<file path="src/rtl/gmii_frame_rx_if.sv">
// Bundle for gmii_frame_rx: GMII byte stream in, delineated frame bytes and per-frame status out.
// master = stream source / status consumer, slave = the delineator.
interface gmii_frame_rx_if;
    logic        gmii_rx_dv;
    logic [7:0]  gmii_rxd;
    logic        out_valid;
    logic [7:0]  out_data;
    logic        out_sof;
    logic        frame_done;
    logic        frame_ok;
    logic [10:0] frame_len;
    logic [15:0] drop_cnt;

    modport master (
        output gmii_rx_dv, gmii_rxd,
        input  out_valid, out_data, out_sof, frame_done, frame_ok, frame_len, drop_cnt
    );

    modport slave (
        input  gmii_rx_dv, gmii_rxd,
        output out_valid, out_data, out_sof, frame_done, frame_ok, frame_len, drop_cnt
    );
endinterface

</file>
<file path="src/rtl/gmii_frame_rx.sv">
// GMII receive frame delineator: strips preamble/SFD, hides the FCS behind a 4-byte delay line and
// reports length/good per frame. Define GMII_RX_CRC_CHECK_EN to include the CRC-32 check on frame_ok.
module gmii_frame_rx #(
    parameter int MIN_LEN = 64,
    parameter int MAX_LEN = 1518
) (
    input  logic           clk,
    input  logic           rst,
    gmii_frame_rx_if.slave rx_if
);

    typedef enum logic [2:0] {
        S_IDLE     = 3'd0,
        S_PREAMBLE = 3'd1,
        S_DATA     = 3'd2,
        S_TRUNC    = 3'd3,
        S_DROP     = 3'd4
    } state_t;

    localparam logic [7:0]  PRE_BYTE    = 8'h55;
    localparam logic [7:0]  SFD_BYTE    = 8'hD5;
    localparam logic [2:0]  PRE_MAX     = 3'd7;
    localparam logic [10:0] LEN_SAT     = 11'h7FF;
    localparam logic [10:0] DLY_DEPTH   = 11'd4;
    localparam logic [15:0] DROP_SAT    = 16'hFFFF;
    localparam logic [10:0] MIN_LEN_C   = 11'(MIN_LEN);
    localparam logic [10:0] MAX_LEN_C   = 11'(MAX_LEN);
    localparam logic [10:0] TRUNC_LEN_C = 11'(MAX_LEN + 1);

    logic            dv_s;
    logic [7:0]      rxd_s;
    logic            rise_s;
    logic            sfd_hit_s;
    logic            len_ok_s;
    logic            crc_ok_s;
    logic [10:0]     len_inc_s;
    logic [15:0]     drop_inc_s;

    state_t          state_q, state_d;
    logic            dv_prev_q;
    logic [2:0]      pcnt_q, pcnt_d;
    logic [10:0]     len_q, len_d;
    logic [3:0][7:0] dly_q, dly_d;
    logic [15:0]     drop_cnt_q, drop_cnt_d;
    logic            out_valid_q, out_valid_d;
    logic [7:0]      out_data_q, out_data_d;
    logic            out_sof_q, out_sof_d;
    logic            frame_done_q, frame_done_d;
    logic            frame_ok_q, frame_ok_d;
    logic [10:0]     frame_len_q, frame_len_d;

    assign dv_s       = rx_if.gmii_rx_dv;
    assign rxd_s      = rx_if.gmii_rxd;
    assign rise_s     = dv_s & ~dv_prev_q;
    assign sfd_hit_s  = (state_q == S_PREAMBLE) && dv_s && (rxd_s == SFD_BYTE) && (pcnt_q != 3'd0);
    assign len_inc_s  = (len_q == LEN_SAT) ? len_q : (len_q + 11'd1);
    assign drop_inc_s = (drop_cnt_q == DROP_SAT) ? drop_cnt_q : (drop_cnt_q + 16'd1);
    assign len_ok_s   = (len_q >= MIN_LEN_C) && (len_q <= MAX_LEN_C);

`ifdef GMII_RX_CRC_CHECK_EN
    localparam logic [31:0] CRC_INIT    = 32'hFFFF_FFFF;
    localparam logic [31:0] CRC_POLY    = 32'hEDB8_8320;
    localparam logic [31:0] CRC_RESIDUE = 32'hDEBB_20E3;

    logic [31:0] crc_q, crc_d;

    function automatic logic [31:0] crc32_byte(input logic [31:0] crc_in, input logic [7:0] data_in);
        logic [31:0] c;
        c = crc_in ^ {24'h00_0000, data_in};
        for (int i = 0; i < 8; i++) begin
            if (c[0]) begin
                c = (c >> 1) ^ CRC_POLY;
            end else begin
                c = c >> 1;
            end
        end
        return c;
    endfunction

    // CRC restarts at the SFD and absorbs every byte after it, FCS included
    always_comb begin
        if (sfd_hit_s) begin
            crc_d = CRC_INIT;
        end else if ((state_q == S_DATA) && dv_s) begin
            crc_d = crc32_byte(crc_q, rxd_s);
        end else begin
            crc_d = crc_q;
        end
    end

    always_ff @(posedge clk or posedge rst) begin
        if (rst) begin
            crc_q <= CRC_INIT;
        end else begin
            crc_q <= crc_d;
        end
    end

    assign crc_ok_s = (crc_q == CRC_RESIDUE);
`else
    assign crc_ok_s = 1'b1;
`endif

    // dv_prev resets high so a frame already in flight at reset release lands in DROP uncounted
    always_ff @(posedge clk or posedge rst) begin
        if (rst) begin
            state_q   <= S_IDLE;
            dv_prev_q <= 1'b1;
        end else begin
            state_q   <= state_d;
            dv_prev_q <= dv_s;
        end
    end

    always_comb begin
        state_d = state_q;
        case (state_q)
            S_IDLE: begin
                if (rise_s) begin
                    state_d = (rxd_s == PRE_BYTE) ? S_PREAMBLE : S_DROP;
                end else if (dv_s) begin
                    state_d = S_DROP;
                end else begin
                    state_d = S_IDLE;
                end
            end
            S_PREAMBLE: begin
                if (!dv_s) begin
                    state_d = S_IDLE;
                end else if (sfd_hit_s) begin
                    state_d = S_DATA;
                end else if ((rxd_s == PRE_BYTE) && (pcnt_q < PRE_MAX)) begin
                    state_d = S_PREAMBLE;
                end else begin
                    state_d = S_DROP;
                end
            end
            S_DATA: begin
                if (!dv_s) begin
                    state_d = S_IDLE;
                end else if (len_inc_s == TRUNC_LEN_C) begin
                    state_d = S_TRUNC;
                end else begin
                    state_d = S_DATA;
                end
            end
            S_TRUNC, S_DROP: begin
                state_d = dv_s ? state_q : S_IDLE;
            end
            default: begin
                state_d = S_IDLE;
            end
        endcase
    end

    // The byte that pushes the length past MAX_LEN is swallowed: output stops at MAX_LEN-4 bytes
    always_comb begin
        pcnt_d       = pcnt_q;
        len_d        = len_q;
        dly_d        = dly_q;
        drop_cnt_d   = drop_cnt_q;
        out_valid_d  = 1'b0;
        out_data_d   = 8'h00;
        out_sof_d    = 1'b0;
        frame_done_d = 1'b0;
        frame_ok_d   = frame_ok_q;
        frame_len_d  = frame_len_q;
        case (state_q)
            S_IDLE: begin
                if (rise_s && (rxd_s == PRE_BYTE)) begin
                    pcnt_d = 3'd1;
                end else if (rise_s) begin
                    drop_cnt_d = drop_inc_s;
                end else begin
                    pcnt_d = pcnt_q;
                end
            end
            S_PREAMBLE: begin
                if (!dv_s) begin
                    drop_cnt_d = drop_inc_s;
                end else if (sfd_hit_s) begin
                    len_d = 11'd0;
                    dly_d = '0;
                end else if ((rxd_s == PRE_BYTE) && (pcnt_q < PRE_MAX)) begin
                    pcnt_d = pcnt_q + 3'd1;
                end else begin
                    drop_cnt_d = drop_inc_s;
                end
            end
            S_DATA: begin
                if (dv_s) begin
                    len_d = len_inc_s;
                    dly_d = {dly_q[2:0], rxd_s};
                    if ((len_q >= DLY_DEPTH) && (len_inc_s != TRUNC_LEN_C)) begin
                        out_valid_d = 1'b1;
                        out_data_d  = dly_q[3];
                        out_sof_d   = (len_q == DLY_DEPTH);
                    end else begin
                        out_valid_d = 1'b0;
                    end
                end else begin
                    frame_done_d = 1'b1;
                    frame_ok_d   = len_ok_s && crc_ok_s;
                    frame_len_d  = len_q;
                    dly_d        = '0;
                end
            end
            S_TRUNC: begin
                if (dv_s) begin
                    len_d = len_inc_s;
                end else begin
                    frame_done_d = 1'b1;
                    frame_ok_d   = 1'b0;
                    frame_len_d  = len_q;
                end
            end
            S_DROP: begin
                pcnt_d = pcnt_q;
            end
            default: begin
                pcnt_d = 3'd0;
            end
        endcase
    end

    always_ff @(posedge clk or posedge rst) begin
        if (rst) begin
            pcnt_q       <= 3'd0;
            len_q        <= 11'd0;
            dly_q        <= '0;
            drop_cnt_q   <= 16'd0;
            out_valid_q  <= 1'b0;
            out_data_q   <= 8'h00;
            out_sof_q    <= 1'b0;
            frame_done_q <= 1'b0;
            frame_ok_q   <= 1'b0;
            frame_len_q  <= 11'd0;
        end else begin
            pcnt_q       <= pcnt_d;
            len_q        <= len_d;
            dly_q        <= dly_d;
            drop_cnt_q   <= drop_cnt_d;
            out_valid_q  <= out_valid_d;
            out_data_q   <= out_data_d;
            out_sof_q    <= out_sof_d;
            frame_done_q <= frame_done_d;
            frame_ok_q   <= frame_ok_d;
            frame_len_q  <= frame_len_d;
        end
    end

    assign rx_if.out_valid  = out_valid_q;
    assign rx_if.out_data   = out_data_q;
    assign rx_if.out_sof    = out_sof_q;
    assign rx_if.frame_done = frame_done_q;
    assign rx_if.frame_ok   = frame_ok_q;
    assign rx_if.frame_len  = frame_len_q;
    assign rx_if.drop_cnt   = drop_cnt_q;

endmodule

</file>
<file path="src/flat_wrapper.sv">
// flat-port wrapper written by rule: the top's interface ports become plain ports
module gmii_frame_rx_flat 
#(
    parameter int MIN_LEN = 64,
    parameter int MAX_LEN = 1518
)
  (clk, rst, rx_if_gmii_rx_dv, rx_if_gmii_rxd, rx_if_out_valid, rx_if_out_data, rx_if_out_sof, rx_if_frame_done, rx_if_frame_ok, rx_if_frame_len, rx_if_drop_cnt);
  gmii_frame_rx_if rx_if_i ();
  input  logic clk;
  input  logic rst;
  input wire logic [$bits(rx_if_i.gmii_rx_dv)-1:0] rx_if_gmii_rx_dv;
  input wire logic [$bits(rx_if_i.gmii_rxd)-1:0] rx_if_gmii_rxd;
  output wire logic [$bits(rx_if_i.out_valid)-1:0] rx_if_out_valid;
  output wire logic [$bits(rx_if_i.out_data)-1:0] rx_if_out_data;
  output wire logic [$bits(rx_if_i.out_sof)-1:0] rx_if_out_sof;
  output wire logic [$bits(rx_if_i.frame_done)-1:0] rx_if_frame_done;
  output wire logic [$bits(rx_if_i.frame_ok)-1:0] rx_if_frame_ok;
  output wire logic [$bits(rx_if_i.frame_len)-1:0] rx_if_frame_len;
  output wire logic [$bits(rx_if_i.drop_cnt)-1:0] rx_if_drop_cnt;
  assign rx_if_i.gmii_rx_dv = rx_if_gmii_rx_dv;
  assign rx_if_i.gmii_rxd = rx_if_gmii_rxd;
  assign rx_if_out_valid = rx_if_i.out_valid;
  assign rx_if_out_data = rx_if_i.out_data;
  assign rx_if_out_sof = rx_if_i.out_sof;
  assign rx_if_frame_done = rx_if_i.frame_done;
  assign rx_if_frame_ok = rx_if_i.frame_ok;
  assign rx_if_frame_len = rx_if_i.frame_len;
  assign rx_if_drop_cnt = rx_if_i.drop_cnt;
  gmii_frame_rx #(.MIN_LEN(MIN_LEN), .MAX_LEN(MAX_LEN)) u_core (.clk(clk), .rst(rst), .rx_if(rx_if_i));
endmodule
</file>
<file path="config.mk">
export PLATFORM = sky130hd
export DESIGN_NAME = gmii_frame_rx_flat
export DESIGN_NICKNAME = d
export VERILOG_FILES = /design/src/rtl/gmii_frame_rx_if.sv /design/src/rtl/gmii_frame_rx.sv /design/src/flat_wrapper.sv
export SDC_FILE = /design/constraint.sdc
export NUM_CORES = 1
export LEC_CHECK = 0
export BUFFER_PORTS_ARGS = -buffer_cell sky130_fd_sc_hd__buf_4
export CORE_MARGIN = 4
export CORE_UTILIZATION = 40
export CTS_BUF_LIST = sky130_fd_sc_hd__clkbuf_4 sky130_fd_sc_hd__clkbuf_8
export DETAILED_ROUTE_END_ITERATION = 8
export PLACE_DENSITY_LB_ADDON = 0.3
export SLEW_MARGIN = 20
export SYNTH_ARGS = -nofsm -noshare
export SYNTH_HDL_FRONTEND = slang
export SYNTH_SLANG_ARGS = --single-unit
</file>
<file path="constraint.sdc">
create_clock -name clk -period 3.6 [get_ports clk]
set_input_delay 0.72 -clock clk [delete_from_list [all_inputs] [get_ports clk]]
set_output_delay 0.72 -clock clk [all_outputs]
set_load 0.01 [all_outputs]
</file>
Word level (Yosys, flattened, before mapping)
Index checks and enable logic that the tools add are counted.

Add/sub/neg operators: 3. Order comparisons: 4. Equal/unequal tests: 24. Muxes and demuxes: 45. Bitwise logic cells: 4. Reduce and logical (&&, ||, !) cells: 22.

Operator list (number): 16-bit 2-to-1 mux (6); 32-bit 2-to-1 mux (3); 32-bit one-hot mux with 2 select lines (1); 11-bit 2-to-1 mux (4); 3-bit 2-to-1 mux (12); 16-bit one-hot mux with 2 select lines (1); 8-bit 2-to-1 mux (3); 11-bit == test (second input constant) (2); 11-bit one-hot mux with 2 select lines (1); 16-bit by 1-bit adder with 16-bit output (second input constant) (1); 16-bit == test (second input constant) (1); 2-bit inequality test (second input constant) (7); 3-bit one-hot mux with 4 select lines (1); 11-bit by 1-bit adder with 11-bit output (second input constant) (1); 11-bit by 3-bit == test with 1-bit output (second input constant) (1); 11-bit by 3-bit >= comparator with 1-bit output (second input constant) (1); 11-bit by 7-bit >= comparator with 1-bit output (second input constant) (1); 11-bit <= comparator (second input constant) (1); 1-bit 2-to-1 mux (11); 11-bit inequality test (second input constant) (1); 5-bit AND reduction (2); 3-bit one-hot mux with 3 select lines (1); 8-bit by 7-bit == test with 1-bit output (second input constant) (1); 8-bit == test (second input constant) (1); 19 further kinds (37).

Register bits: 89. Output and inout port bits: 39. Word-level logic and storage cells: 117.

Depth between registers and ports, before layout
Depth in word-level cells: 7. Depth in mapped cells: 9.

Worst setup path before layout
Ideal clock, no wire load.

Kind: input port to flip-flop. Start: input rx_if_gmii_rxd[5]. End: register u_core.len_q[0]. Arrival: 2257 ps. Data required time: 3475 ps. Setup slack: 1219 ps. Stages: 7. Cells stage by stage: nand4b_1 nor4b_4 nand2_1 nor4b_2 buf_2 o21ai_0 mux2_2.

Cells in the longest elaborated chain, start to end: 5.

RTL lines: start: declaration (line flat_wrapper.sv:12) `input wire logic [$bits(rx_if_i.gmii_rxd)-1:0] rx_if_gmii_rxd;`; 8-bit == test (line gmii_frame_rx.sv:55) `assign sfd_hit_s = (state_q == S_PREAMBLE) && dv_s && (rxd_s == SFD_BYTE) && (pcnt_q != 3'd0);`; 1-bit logical AND (2 in a row) (line gmii_frame_rx.sv:55); 2-bit by 1-bit inequality test with 1-bit output (no line); 4-bit AND reduction (no line); end signal: assignment (line gmii_frame_rx.sv:240) `len_q <= len_d;`; end: declaration (line gmii_frame_rx.sv:42) `logic [10:0] len_q, len_d;`.

Every way passes these cells. A chain may end at the register's enable or synchronous reset.

Worst setup path after layout
Start: register u_core.len_q[1]. End: register u_core.out_data_q[7], in the netlist u_core.rx_if.out_data[7].

Cells in the longest elaborated chain, start to end: 7. Elaborated cells between the ends (all ways): 9. Those cells by class: 1 x add/sub; 1 x order compare; 2 x eq/ne; 4 x mux; 1 x reduce/logical.

RTL lines: 11-bit by 1-bit adder with 11-bit output or 11-bit == test (tied branches) (line gmii_frame_rx.sv:56) `assign len_inc_s = (len_q == LEN_SAT) ? len_q : (len_q + 11'd1);`; 11-bit 2-to-1 mux (line gmii_frame_rx.sv:56); 11-bit inequality test (line gmii_frame_rx.sv:194) `if ((len_q >= DLY_DEPTH) && (len_inc_s != TRUNC_LEN_C)) begin`; 1-bit logical AND * (line gmii_frame_rx.sv:194); 8-bit 2-to-1 mux * (line gmii_frame_rx.sv:194); 8-bit 2-to-1 mux * (line gmii_frame_rx.sv:191) `if (dv_s) begin`; 8-bit 2-to-1 mux * (line gmii_frame_rx.sv:168) `case (state_q)`; via u_core.out_data_d[7] (line gmii_frame_rx.sv:46) `logic [7:0] out_data_q, out_data_d;`; end signal: assignment (line gmii_frame_rx.sv:244) `out_data_q <= out_data_d;`; end: declaration (line gmii_frame_rx.sv:46).

The timed path passes the listed nets; every way through them passes the cells marked *.

==> impl_metrics.py <==
metrics = {
    "run_status": {
        "status": "complete, no violations",
    },
    "synthesis": {
        "synth_compound_area_frac": 0.152,
        "synth-simple-area-share": 0.152,
        "synth_cell_types": 47,
        "synth_edf_count": 0,
        "synth_fa_ha_area_frac": 0.0157,
        "ys_ff_latch": 89,
        "synth_xor_area_frac": 0.0441,
        "syn_nets": 360,
        "syn_avg_cell_area_um2": 11.6,
        "synthesis.instances": 344,
        "ys_seq_area_frac": 0.560,
        "yosysWarningCount": 0,
        "synth_top_family_by_area": "compound AO/OA/AOI/OAI gates",
        "async_flop_share": 1.00,
        "ys.flop_type": "dfrtp_1",
        "synth.cell_area_um2": 3980,
        "synthMuxAreaShare": 0.0447,
    },
    "setup_path": {
        "reg2reg_depth": 7,
        "worst_ep_required_time_ns": 3.82,
        "cp-endpoint": "u_core.rx_if.out_data[7]$_DFF_PP0_",
        "cp_max_fo": 10,
        "cp_data_arrival_time_ns": 3.12,
        "reg2reg_from": "u_core.len_q[1]$_DFFE_PP0P_",
        "ff2ff_setup_slack_ns": 0.69,
        "worstSetupEndpointType": "flip-flop",
        "path_class": "reg -> reg",
        "cp-start-kind": "flip-flop",
        "worstSetupStartpoint": "u_core.len_q[1]$_DFFE_PP0P_",
        "reg2reg_to": "u_core.rx_if.out_data[7]$_DFF_PP0_",
    },
    "sta": {
        "clock_skew_ns": 0.00841,
        "hold_viol": 0,
        "period_share": 0.807,
        "final-max-slew-violation-count": 0,
        "fin_tns_setup_ns": 0,
        "relSlewSlack": 0.371,
        "grt_setup_unrepaired": "no",
        "max_clock_freq_mhz": 344,
        "min_period_ns": 2.91,
        "setup_viol": 0,
        "max_slew.worst_pin.slew_ns": 0.936,
        "fin_hold_ws_ns": 0.456,
    },
    "clocking": {
        "cts_htree_levels": 3,
        "clock_path_buffers": 2,
        "cts_buffers": 9,
        "clk_latency_ns": 0.36,
        "cts_hold_buf": 0,
        "cts_resized": 0,
        "cts_tree": "built",
        "clk_pin_slew_worst_paths_ns": 0.09,
        "clkSinkCount": 89,
        "cts_root_buf": "clkbuf_8",
        "postCtsSetupRepairBufs": 0,
    },
    "route": {
        "wirelength_mm": 8.02,
        "routed-via-count": 2846,
        "avgViaCountPerCell": 5.39,
        "routedWlPerCell_um": 15.2,
        "ant_nets": 0,
        "dr.pass1.iters": 4,
        "drcViolationCount": 0,
        "drtIter0Drc": 128,
    },
    "grt": {
        "grt.met2_usage": 0.225,
        "use_met1": 0.204,
        "grt_max_degree": 44,
        "first_global_vias": 2831,
        "top_usage_layer": "met2",
        "met3_usage": 0.0396,
        "grt_pass1_wl_mm": 13.8,
        "grt-ovfl-total": 0,
        "track_usage": 0.148,
        "antenna_found_initial": 0,
    },
    "cells_and_area": {
        "most-common-layout-cells": "dfrtp_1 (88), buf_4 (56), a22o_1 (35), nand2_1 (25), nor2_1 (22)",
        "nets": 406,
        "n_antenna_cell": 0,
        "instances_no_fill": 528,
        "stdcell_area_um2": 4690,
        "layout_commonest_cell": "dfrtp_1",
        "drive_gt1_frac": 0.251,
        "final_core_util": 0.482,
        "area_delta_synth_final_pct": 18.0,
    },
    "pwr": {
        "leakagePower_nw": 2.24,
        "power.density_nw_per_um2": 424,
        "irDropWorstVdd_uv": 312,
    },
    "place": {
        "io_buffers": 49,
        "placed_cell_area_um2": 4470,
        "dpl.hpwl_mm": 5.57,
        "dp_cells": 512,
        "gp_congestion": 0.848,
    },
    "floorplanning": {
        "boundaryPins": 50,
        "row_count": 36,
        "die_h_um": 108,
        "start_util": 0.409,
        "die_w_um": 108,
        "coreArea_um2": 9730,
        "die-area_um2": 11600,
    },
    "min_path": {
        "hold_class": "in -> async",
    },
    "flow_run": {
        "cap_violations": 0,
    },
}
## sequential cells by signal (all words and copies together) (netlist names)
| name | cells |
|---|---|
| u_core.len_q | 11 |
| u_core.rx_if.frame_done | 1 |
| u_core.rx_if.frame_len | 11 |
| u_core.state_q | 3 |
| u_core.rx_if.frame_ok | 1 |
| u_core.pcnt_q | 3 |
| u_core.dly_q | 32 |
| u_core.rx_if.out_valid | 1 |
| u_core.rx_if.out_data | 8 |
| u_core.rx_if.drop_cnt | 16 |
| u_core.rx_if.out_sof | 1 |
| u_core.dv_prev_q | 1 |
## synthesized netlist by cell type (5+ instances only)
| cell type | instances | area share |
|---|---|---|
| dfrtp_1 | 88 | 0.55 |
| a22o_1 | 35 | 0.077 |
| nand2_1 | 25 | 0.024 |
| nor2_1 | 23 | 0.022 |
| xnor2_1 | 17 | 0.037 |
| mux2_2 | 14 | 0.040 |
| clkbuf_1 | 13 | 0.012 |
| nand4_1 | 11 | 0.017 |
| a21oi_1 | 9 | 0.011 |
| nand3_1 | 9 | 0.011 |
| and3_1 | 8 | 0.013 |
| nor3_1 | 7 | 0.0088 |
| o21ai_0 | 7 | 0.0088 |
| buf_2 | 6 | 0.0076 |
| inv_1 | 6 | 0.0057 |
| ha_1 | 5 | 0.016 |
## final cells by class
class,count,area (µm²)
flip-flops and latches,89,2230
clock buffers,9,124
clock inverters,7,100
multi-input cells,228,1630
well taps,133,166
fillers,926,5040
inverters,6,23.8
repair buffers,56,420
## cell families after synthesis
kind of cell / after synthesis
AO/OA/AOI/OAI: 76
XOR/XNOR: 20
adder cells (fa/ha/maj): 5
buffers and inverters: 27
flip-flops: 89
multiplexers: 16
AND/OR/NAND/NOR: 111
## worst max-delay path, stage by stage, from the launching register on
cell	delay, ns
dfrtp_1	0.48
ha_1	0.36
and3_1	0.41
nand2_1	0.17
nor2_1	0.38
nand3_1	0.19
a2111oi_4	0.64
nor2_1	0.13
## stage by stage
stage	power (mW)	setup slack [ns]
after detailed placement	1.25	0.752
after global routing	2.08	0.462
after CTS	2.01	0.715
final	1.99	0.695
after global placement	1.24	0.778
after floorplan	1.16	0.575
## how the worst min path moves through the flow
stage	startpoint	to	slack (ns)	cells after the start
CTS	rst	u_core.dly_q[18]$_DFFE_PP0P_	0.48	2
finish	rst	u_core.dly_q[1]$_DFFE_PP0P_	0.46	2
global route	rst	u_core.dly_q[1]$_DFFE_PP0P_	0.50	2
global placement	u_core.dly_q[9]$_DFFE_PP0P_	u_core.dly_q[17]$_DFFE_PP0P_	0.48	1
detailed placement	u_core.dly_q[27]$_DFFE_PP0P_	u_core.dly_q[27]$_DFFE_PP0P_	0.48	1
floorplan	u_core.dly_q[24]$_DFFE_PP0P_	u_core.dly_q[24]$_DFFE_PP0P_	0.47	1
## power breakdown
group	switching [mW]	total, mW	internal (mW)
Clock	0.370	0.769	0.398
Sequential	0.0410	1.07	1.03
Combinational	0.0767	0.153	0.0762
Total	0.488	1.99	1.50
## per-layer routing
layer / vias up / wire (µm) / part of all wire
met1: 1408 / 3840 / 0.48
met2: 72 / 3670 / 0.46
met5: - / 0 / 0
met3: 9 / 396 / 0.049
li1: 1357 / - / -
met4: 0 / 113 / 0.014
Power figures use the tool's default switching activity.
